File: config.mk
export PLATFORM = sky130hd
export DESIGN_NAME = uart_rx
export DESIGN_NICKNAME = d
export VERILOG_FILES = /design/src/rtl/uart_rx.sv
export SDC_FILE = /design/constraint.sdc
export NUM_CORES = 1
export LEC_CHECK = 0
export CAP_MARGIN = 20
export CORE_UTILIZATION = 45
export CTS_BUF_LIST = sky130_fd_sc_hd__clkbuf_2
export DETAILED_ROUTE_END_ITERATION = 8
export DONT_BUFFER_PORTS = 1
export GPL_TIMING_DRIVEN = 0
export HOLD_SLACK_MARGIN = 0.15
export SYNTH_ARGS = -nofsm -noshare
export SYNTH_HDL_FRONTEND = slang
export SYNTH_SLANG_ARGS = --single-unit
File: constraint.sdc
create_clock -name clk -period 2.8 [get_ports clk]
set_clock_uncertainty 0.2 [all_clocks]
set_input_delay 0.28 -clock clk [delete_from_list [all_inputs] [get_ports clk]]
set_output_delay 0.28 -clock clk [all_outputs]
set_load 0.005 [all_outputs]
File: src/rtl/uart_rx.sv
// ============================================================================
// Module   : uart_rx
// Purpose  : 8N1 UART receiver with a two-flop input synchronizer, mid-bit
//            sampling, ready/ack handshake, frame-error pulse, sticky overrun.
// Revision : 1.0  initial release
// ============================================================================
`default_nettype none

module uart_rx #(
  parameter int CLK_FREQ  = 25000000,
  parameter int BAUD_RATE = 9600
) (
  input  logic       clk,
  input  logic       rst,
  input  logic       rx,
  output logic [7:0] rx_data,
  output logic       rx_ready,
  input  logic       rx_ack,
  output logic       frame_err,
  output logic       overrun
);

  localparam int CLKS_PER_BIT = CLK_FREQ / BAUD_RATE;
  localparam int HALF_BIT     = CLKS_PER_BIT / 2;
  localparam int CNT_W        = (CLKS_PER_BIT > 1) ? $clog2(CLKS_PER_BIT) : 1;

  localparam logic [CNT_W-1:0] C_HALF_LAST = CNT_W'(HALF_BIT - 1);
  localparam logic [CNT_W-1:0] C_BIT_LAST  = CNT_W'(CLKS_PER_BIT - 1);
  localparam logic [2:0]       C_IDX_LAST  = 3'd7;

  typedef enum logic [1:0] {
    S_IDLE  = 2'd0,
    S_START = 2'd1,
    S_DATA  = 2'd2,
    S_STOP  = 2'd3
  } state_t;

  state_t           r_state;
  logic             r_sync1;
  logic             r_sync2;
  logic             r_rx_prev;
  logic [CNT_W-1:0] r_cnt;
  logic [2:0]       r_bit_idx;
  logic [7:0]       r_shift;
  logic [7:0]       r_data;
  logic             r_ready;
  logic             r_ferr;
  logic             r_ovr;

  state_t           w_state_nxt;
  logic [CNT_W-1:0] w_cnt_nxt;
  logic [2:0]       w_idx_nxt;
  logic [7:0]       w_shift_nxt;
  logic             w_good;
  logic             w_bad;
  logic             w_rx_s;
  logic             w_ack;

  assign w_rx_s = r_sync2;
  assign w_ack  = rx_ack & r_ready;

  always_comb begin
    w_state_nxt = r_state;
    w_cnt_nxt   = r_cnt + 1'b1;
    w_idx_nxt   = r_bit_idx;
    w_shift_nxt = r_shift;
    w_good      = 1'b0;
    w_bad       = 1'b0;
    case (r_state)
      S_IDLE: begin
        w_cnt_nxt = '0;
        if (r_rx_prev && !w_rx_s) begin
          w_state_nxt = S_START;
        end
      end
      S_START: begin
        if (r_cnt == C_HALF_LAST) begin
          w_cnt_nxt = '0;
          w_idx_nxt = 3'd0;
          // A high line at mid start bit is a glitch, not a frame.
          w_state_nxt = w_rx_s ? S_IDLE : S_DATA;
        end
      end
      S_DATA: begin
        if (r_cnt == C_BIT_LAST) begin
          w_cnt_nxt   = '0;
          w_shift_nxt = {w_rx_s, r_shift[7:1]};
          w_idx_nxt   = r_bit_idx + 1'b1;
          if (r_bit_idx == C_IDX_LAST) begin
            w_state_nxt = S_STOP;
          end
        end
      end
      S_STOP: begin
        if (r_cnt == C_BIT_LAST) begin
          w_cnt_nxt   = '0;
          w_state_nxt = S_IDLE;
          w_good      = w_rx_s;
          w_bad       = !w_rx_s;
        end
      end
      default: begin
        w_state_nxt = S_IDLE;
        w_cnt_nxt   = '0;
      end
    endcase
  end

  always_ff @(posedge clk) begin
    if (rst) begin
      r_state   <= S_IDLE;
      r_sync1   <= 1'b1;
      r_sync2   <= 1'b1;
      r_rx_prev <= 1'b1;
      r_cnt     <= '0;
      r_bit_idx <= 3'd0;
      r_shift   <= 8'h00;
      r_data    <= 8'h00;
      r_ready   <= 1'b0;
      r_ferr    <= 1'b0;
      r_ovr     <= 1'b0;
    end else begin
      r_sync1   <= rx;
      r_sync2   <= r_sync1;
      r_rx_prev <= r_sync2;
      r_state   <= w_state_nxt;
      r_cnt     <= w_cnt_nxt;
      r_bit_idx <= w_idx_nxt;
      r_shift   <= w_shift_nxt;
      r_ferr    <= w_bad;
      if (w_good) begin
        r_data  <= r_shift;
        r_ready <= 1'b1;
        // A same-cycle ack consumes the old byte, so no overrun.
        r_ovr   <= w_ack ? 1'b0 : (r_ovr | r_ready);
      end else if (w_ack) begin
        r_ready <= 1'b0;
        r_ovr   <= 1'b0;
      end
    end
  end

  assign rx_data   = r_data;
  assign rx_ready  = r_ready;
  assign frame_err = r_ferr;
  assign overrun   = r_ovr;

endmodule

`default_nettype wire
=== Yosys cells after proc, flatten, opt, wreduce, memory -nomap -nowiden ===
Index checks and enable logic that the tools add are counted.

* Register bits: 39
* Bits in latches: 0
* Bits in writable memories: 0
* ROM bits: 0
* Bits of input ports: 4
* Output and inout bits: 11
* Word-level logic and storage cells: 57
* Memories kept: 0

* Add/sub/neg operators: 2
* Multipliers: 0
* Div/mod/pow operators: 0
* Order comparisons: 0
* Eq/ne operators: 11
* Shifts and indexed selects: 0
* Muxes and demuxes: 19
* Bitwise operators: 4
* Reduce and logical (&&, ||, !) cells: 10

{| class="wikitable"
|+ Operators by type and width
! kind !! number
|-
| one-hot mux 12 bit (3 select lines) || 1
|-
| 2-to-1 mux 12 bit || 2
|-
| adder 12 x 1 -> 12 bit, second input constant || 1
|-
| equality test 12 x 11 -> 1 bit, second input constant || 1
|-
| equality test 12 bit, second input constant || 1
|-
| 2-to-1 mux 2 bit || 6
|-
| inequality test 2 bit, second input constant || 5
|-
| one-hot mux 2 bit (4 select lines) || 1
|-
| 2-to-1 mux 1 bit || 6
|-
| 2-to-1 mux 3 bit || 2
|-
| one-hot mux 3 bit (2 select lines) || 1
|-
| AND reduction 5 bit || 1
|-
| equality test 2 bit, second input constant || 2
|-
| nonzero test 2 bit || 2
|-
| adder 3 x 1 -> 3 bit, second input constant || 1
|-
| equality test 3 bit, second input constant || 1
|-
| AND reduction 3 bit || 1
|-
| OR reduction 3 bit || 1
|-
| equality test 2 x 1 -> 1 bit, second input constant || 1
|-
| logical NOT 2 bit || 1
|-
| inverter 1 bit || 2
|-
| AND reduction 2 bit || 1
|-
| OR reduction 2 bit || 1
|-
| AND 1 bit || 1
|-
| other kinds (3) || 3
|}

=== Depth between registers and ports, before layout ===
* Depth in word-level cells: 4
* Depth in mapped cells: 7
* Gate-level depth less buffers: 6

=== Worst setup path after synthesis ===
No wires, ideal clock.

* Kind: reg-to-reg
* Start point: reg r_cnt[5]
* End point: reg r_cnt[9]
* Setup time: 0.114 ns
* Arrival time: 1.398 ns
* Data required time: 2.486 ns
* Slack: 1.087 ns
* Stages on the path, launching flop included: 7
* Path buffers: 2
* Period minus slack after synthesis: 1.713 ns
* Cell sequence: dfxtp_1 -> buf_4 -> or3b_4 -> nor3_4 -> a2bb2oi_2 -> buf_6 -> nor2_1

* Cells in the longest elaborated chain, start to end: 3
* Elaborated cells on any way between the ends: 6
* Those cells by class: add/sub (1); eq/ne (2); mux (3)

{| class="wikitable"
|+ RTL lines
! what !! RTL line !! source
|-
| start: declaration || 42 || <nowiki>logic [CNT_W-1:0] r_cnt;</nowiki>
|-
| start signal: assignment || 127 || <nowiki>r_cnt <= w_cnt_nxt;</nowiki>
|-
| adder 12 x 1 -> 12 bit (tied with other cells) || 64 || <nowiki>w_cnt_nxt = r_cnt + 1'b1;</nowiki>
|-
| 2-to-1 mux 12 bit (on tied branches) || 85, 95, 77 ||
|-
| one-hot mux 12 bit (3 select lines) (*) || 69 || <nowiki>case (r_state)</nowiki>
|}

Every way passes the cells marked *; elsewhere a longest branch is shown, timed or not.
A chain may end at the register's enable or synchronous reset.

=== Worst setup path in the final report ===
* Start point: reg r_cnt[0]
* End point: reg r_cnt[7]

Same word-level chain as after synthesis.

==> results.py <==
metrics = {
    "run_status": {
        "outcome": "complete, no violations",
    },
    "drt": {
        "drcViolationCount": 0,
        "routed_via_density": 5.21,
        "vias": 1220,
        "dr.pass1.iters": 4,
        "drt_iter0_markers": 62,
        "drtAntennaViolNets": 0,
        "totalWireLength_um": 3070,
        "wire_per_inst_um": 13.1,
    },
    "power_and_ir_drop": {
        "power_density_nw_per_um2": 449,
        "p_total_mw": 0.802,
        "leakage_nw": 0.686,
        "vdd_drop_max_v": 0.000225,
    },
    "die": {
        "io_pins": 15,
        "core-area_um2": 3420,
        "rows": 21,
        "die_y_um": 62.6,
        "start_util_pct": 48.4,
        "dieArea_um2": 3920,
        "die_w_um": 62.6,
    },
    "clock_tree": {
        "cts_sinks": 39,
        "cts_tree": "built",
        "htree_levels": 2,
        "clk_latency_ns": 0.36,
        "cts-root-buf": "clkbuf_2",
        "cts_resized": 0,
        "post_cts_buffers": 0,
        "clkTransAtPathRegs_ns": 0.18,
        "cts_buffers": 5,
        "clockBufferDepth": 2,
    },
    "synth": {
        "syn_nets": 185,
        "synth_edf_count": 0,
        "yosys-top-cells-area": "dfxtp_1 (47%), nor2_1 (5.0%), mux2i_1 (4.8%)",
        "ys_warn_count": 0,
        "ys_seq_area_share_pct": 47.2,
        "synth_seq_cells": 39,
        "synth_cell_types": 35,
        "avgSynthCellArea_um2": 9.34,
        "async_flop_share_pct": 0,
        "netlist_instances": 177,
        "synth_top_area_cell": "dfxtp_1",
        "syn-cell-area_um2": 1650,
        "post-synth-top-area-fraction_pct": 47.2,
        "synthFlopType": "dfxtp_1",
    },
    "place": {
        "post_dp_cell_area_um2": 1710,
        "place_inst": 223,
        "gp_congestion": 0.811,
        "place_ws_ns": 0.873,
        "dp_hpwl_um": 2240,
        "port_buffers": 0,
    },
    "timing": {
        "fin_crit_ns": 1.94,
        "slew_viol_final": 0,
        "timing.final.ws_setup_ns": 0.862,
        "slew_headroom_pct": 71.1,
        "clock.fmax_ghz": 0.516,
        "setup-tns-final_ns": 0,
        "hold_viol_final": 0,
        "period_share_pct": 69.2,
        "setup_viol": 0,
        "tightest_slew_ns": 0.433,
        "rsz0062_at_grt": "no",
    },
    "global_routing": {
        "grt_max_degree": 12,
        "grt_use_met1_pct": 22.0,
        "grt_pass1_vias": 1227,
        "grt_usage_pct": 17.4,
        "top_usage_layer": "met2",
        "antenna_found_initial": 0,
        "grt-ovfl-total": 0,
        "grt_pass1_wl_um": 5420,
        "use_met3_pct": 4.56,
        "met2_usage_pct": 28.4,
    },
    "finish": {
        "syn2layout_area_growth_pct": 7.95,
        "final_cell_area_um2": 1780,
        "layout-drive-gt1-share_pct": 11.2,
        "nets": 196,
        "n_fill_cell": 337,
        "final_cells": 234,
        "antenna_cells": 0,
    },
    "hold_path": {
        "min_path_type": "reg2reg",
    },
    "critical_path": {
        "path_cells": "ha_1, nor4bb_1, nand4_1, a2bb2oi_2, buf_6, nor2_1",
        "worstSetupPathType": "reg2reg",
        "worst_path_max_delay_cell": "dfxtp_1",
        "critPathMaxStageDelay_ns": 0.43,
        "cp-end-kind": "flip-flop",
        "crit_arrival_ns": 2.01,
        "required_ns": 2.87,
        "crit_fanout": 10,
        "worstSetupStartpointType": "flip-flop",
    },
    "flow_run": {
        "cap_violations": 0,
    },
}
[cells in the final DEF, fill, tap and decap left out, types with 2 or more instances in the layout]
cell / synthesis / routed
a21oi_1: 14 / 14
and3_1: 3 / 3
and4_1: 4 / 4
and4bb_2: 2 / 2
buf_2: 3 / 3
buf_4: 2 / 2
clkbuf_1: 3 / 3
clkbuf_2: 1 / 6
dfxtp_1: 39 / 39
dlygate4sd3_1: 0 / 4
ha_1: 4 / 4
inv_1: 2 / 2
mux2i_1: 8 / 8
nand2_1: 19 / 19
nand2b_1: 4 / 4
nand3_1: 8 / 8
nand4_1: 7 / 7
nand4bb_1: 2 / 2
nor2_1: 22 / 22
nor2b_1: 2 / 2
nor3b_1: 2 / 2
nor4_1: 2 / 2
nor4bb_1: 2 / 2
or2_2: 3 / 3
xor2_1: 8 / 8
[worst max-delay path: cells and delay by family (launching register included)]
kind,cells,cell delay (ns)
DFF,1,0.43
buffers and inverters,1,0.17
adders and majority gates,1,0.18
and+or+nand+nor,3,0.61
AOI/OAI and AO/OA,1,0.26
[cell type report]
type	instances	area (um2)	area share (%)
Inverter	2	7.51	0.421
Clock inverter	2	8.76	0.491
Timing Repair Buffer	4	40.0	2.24
Buffer	10	57.6	3.23
Tap cell	46	57.6	3.23
Sequential cell	39	781	43.8
Multi-Input combinational cell	126	807	45.2
Clock buffer	5	25.0	1.40
[sequential cells by signal (all words and copies together) (netlist names), named ones only]
name	flops
frame_err	1
overrun	1
r_bit_idx	3
r_cnt	12
r_rx_prev	1
r_shift	8
r_state	1
r_sync1	1
r_sync2	1
rx_data	8
rx_ready	1
[power by group]
group          total [mW]  leakage [nW]  internal [mW]  switching [mW]
clock network       0.219        0.0262         0.0530           0.166
registers           0.561         0.315          0.559         0.00265
logic              0.0214         0.345        0.00971          0.0117
[final timing paths]
path	from	end	slack [ns]	cells after the start
max	r_cnt[0]	r_cnt[7]	0.86	6
min	r_sync1	r_sync2	0.24	1
max reg2reg	r_cnt[0]	r_cnt[7]	0.86	6
min reg2reg	r_sync1	r_sync2	0.24	1
[synthesized netlist by cell type, drive strengths merged (4+ instances only)]
cell type and number:
buf 6, nor2 22, clkbuf 4, ha 4, nand3 8, dfxtp 39, and4 4, mux2i 8
nand2 19, xor2 8, nand2b 4, a21oi 14, nand4 7
[per-layer routing]
| layer | vias up | wire length [um] |
|---|---|---|
| met2 | 20 | 1370 |
| li1 | 639 | - |
| met5 | - | 0 |
| met1 | 559 | 1550 |
| met3 | 2 | 124 |
| met4 | 0 | 21 |
[stage by stage]
step	hold WS, ns	utilization, %
floorplan	0.184	-
global placement	0.189	50.1
detailed placement	0.188	50.1
CTS	0.241	52.2
global route	0.267	52.2
finish	0.239	52.2
[timing repair]
| item | 4_1_cts | 5_1_grt |
|---|---|---|
| hold buffers | 4 | 0 |
| endpoints found under the setup margin | 0 | 0 |
| hold endpoints to repair | 5 | 0 |
[cell families (layout without fill, tap and decap cells)]
logic type,count (synthesis),after routing,share of synthesized area (%)
xor gates and xnor gates,9,9,4.77
adders and majority gates,4,4,3.03
DFF,39,39,47.2
buffers and inverters,12,23,3.94
and+or+nand+nor,86,86,29.4
AOI/OAI and AO/OA,19,19,6.81
muxes,8,8,4.85
Power figures use the tool's default switching activity.
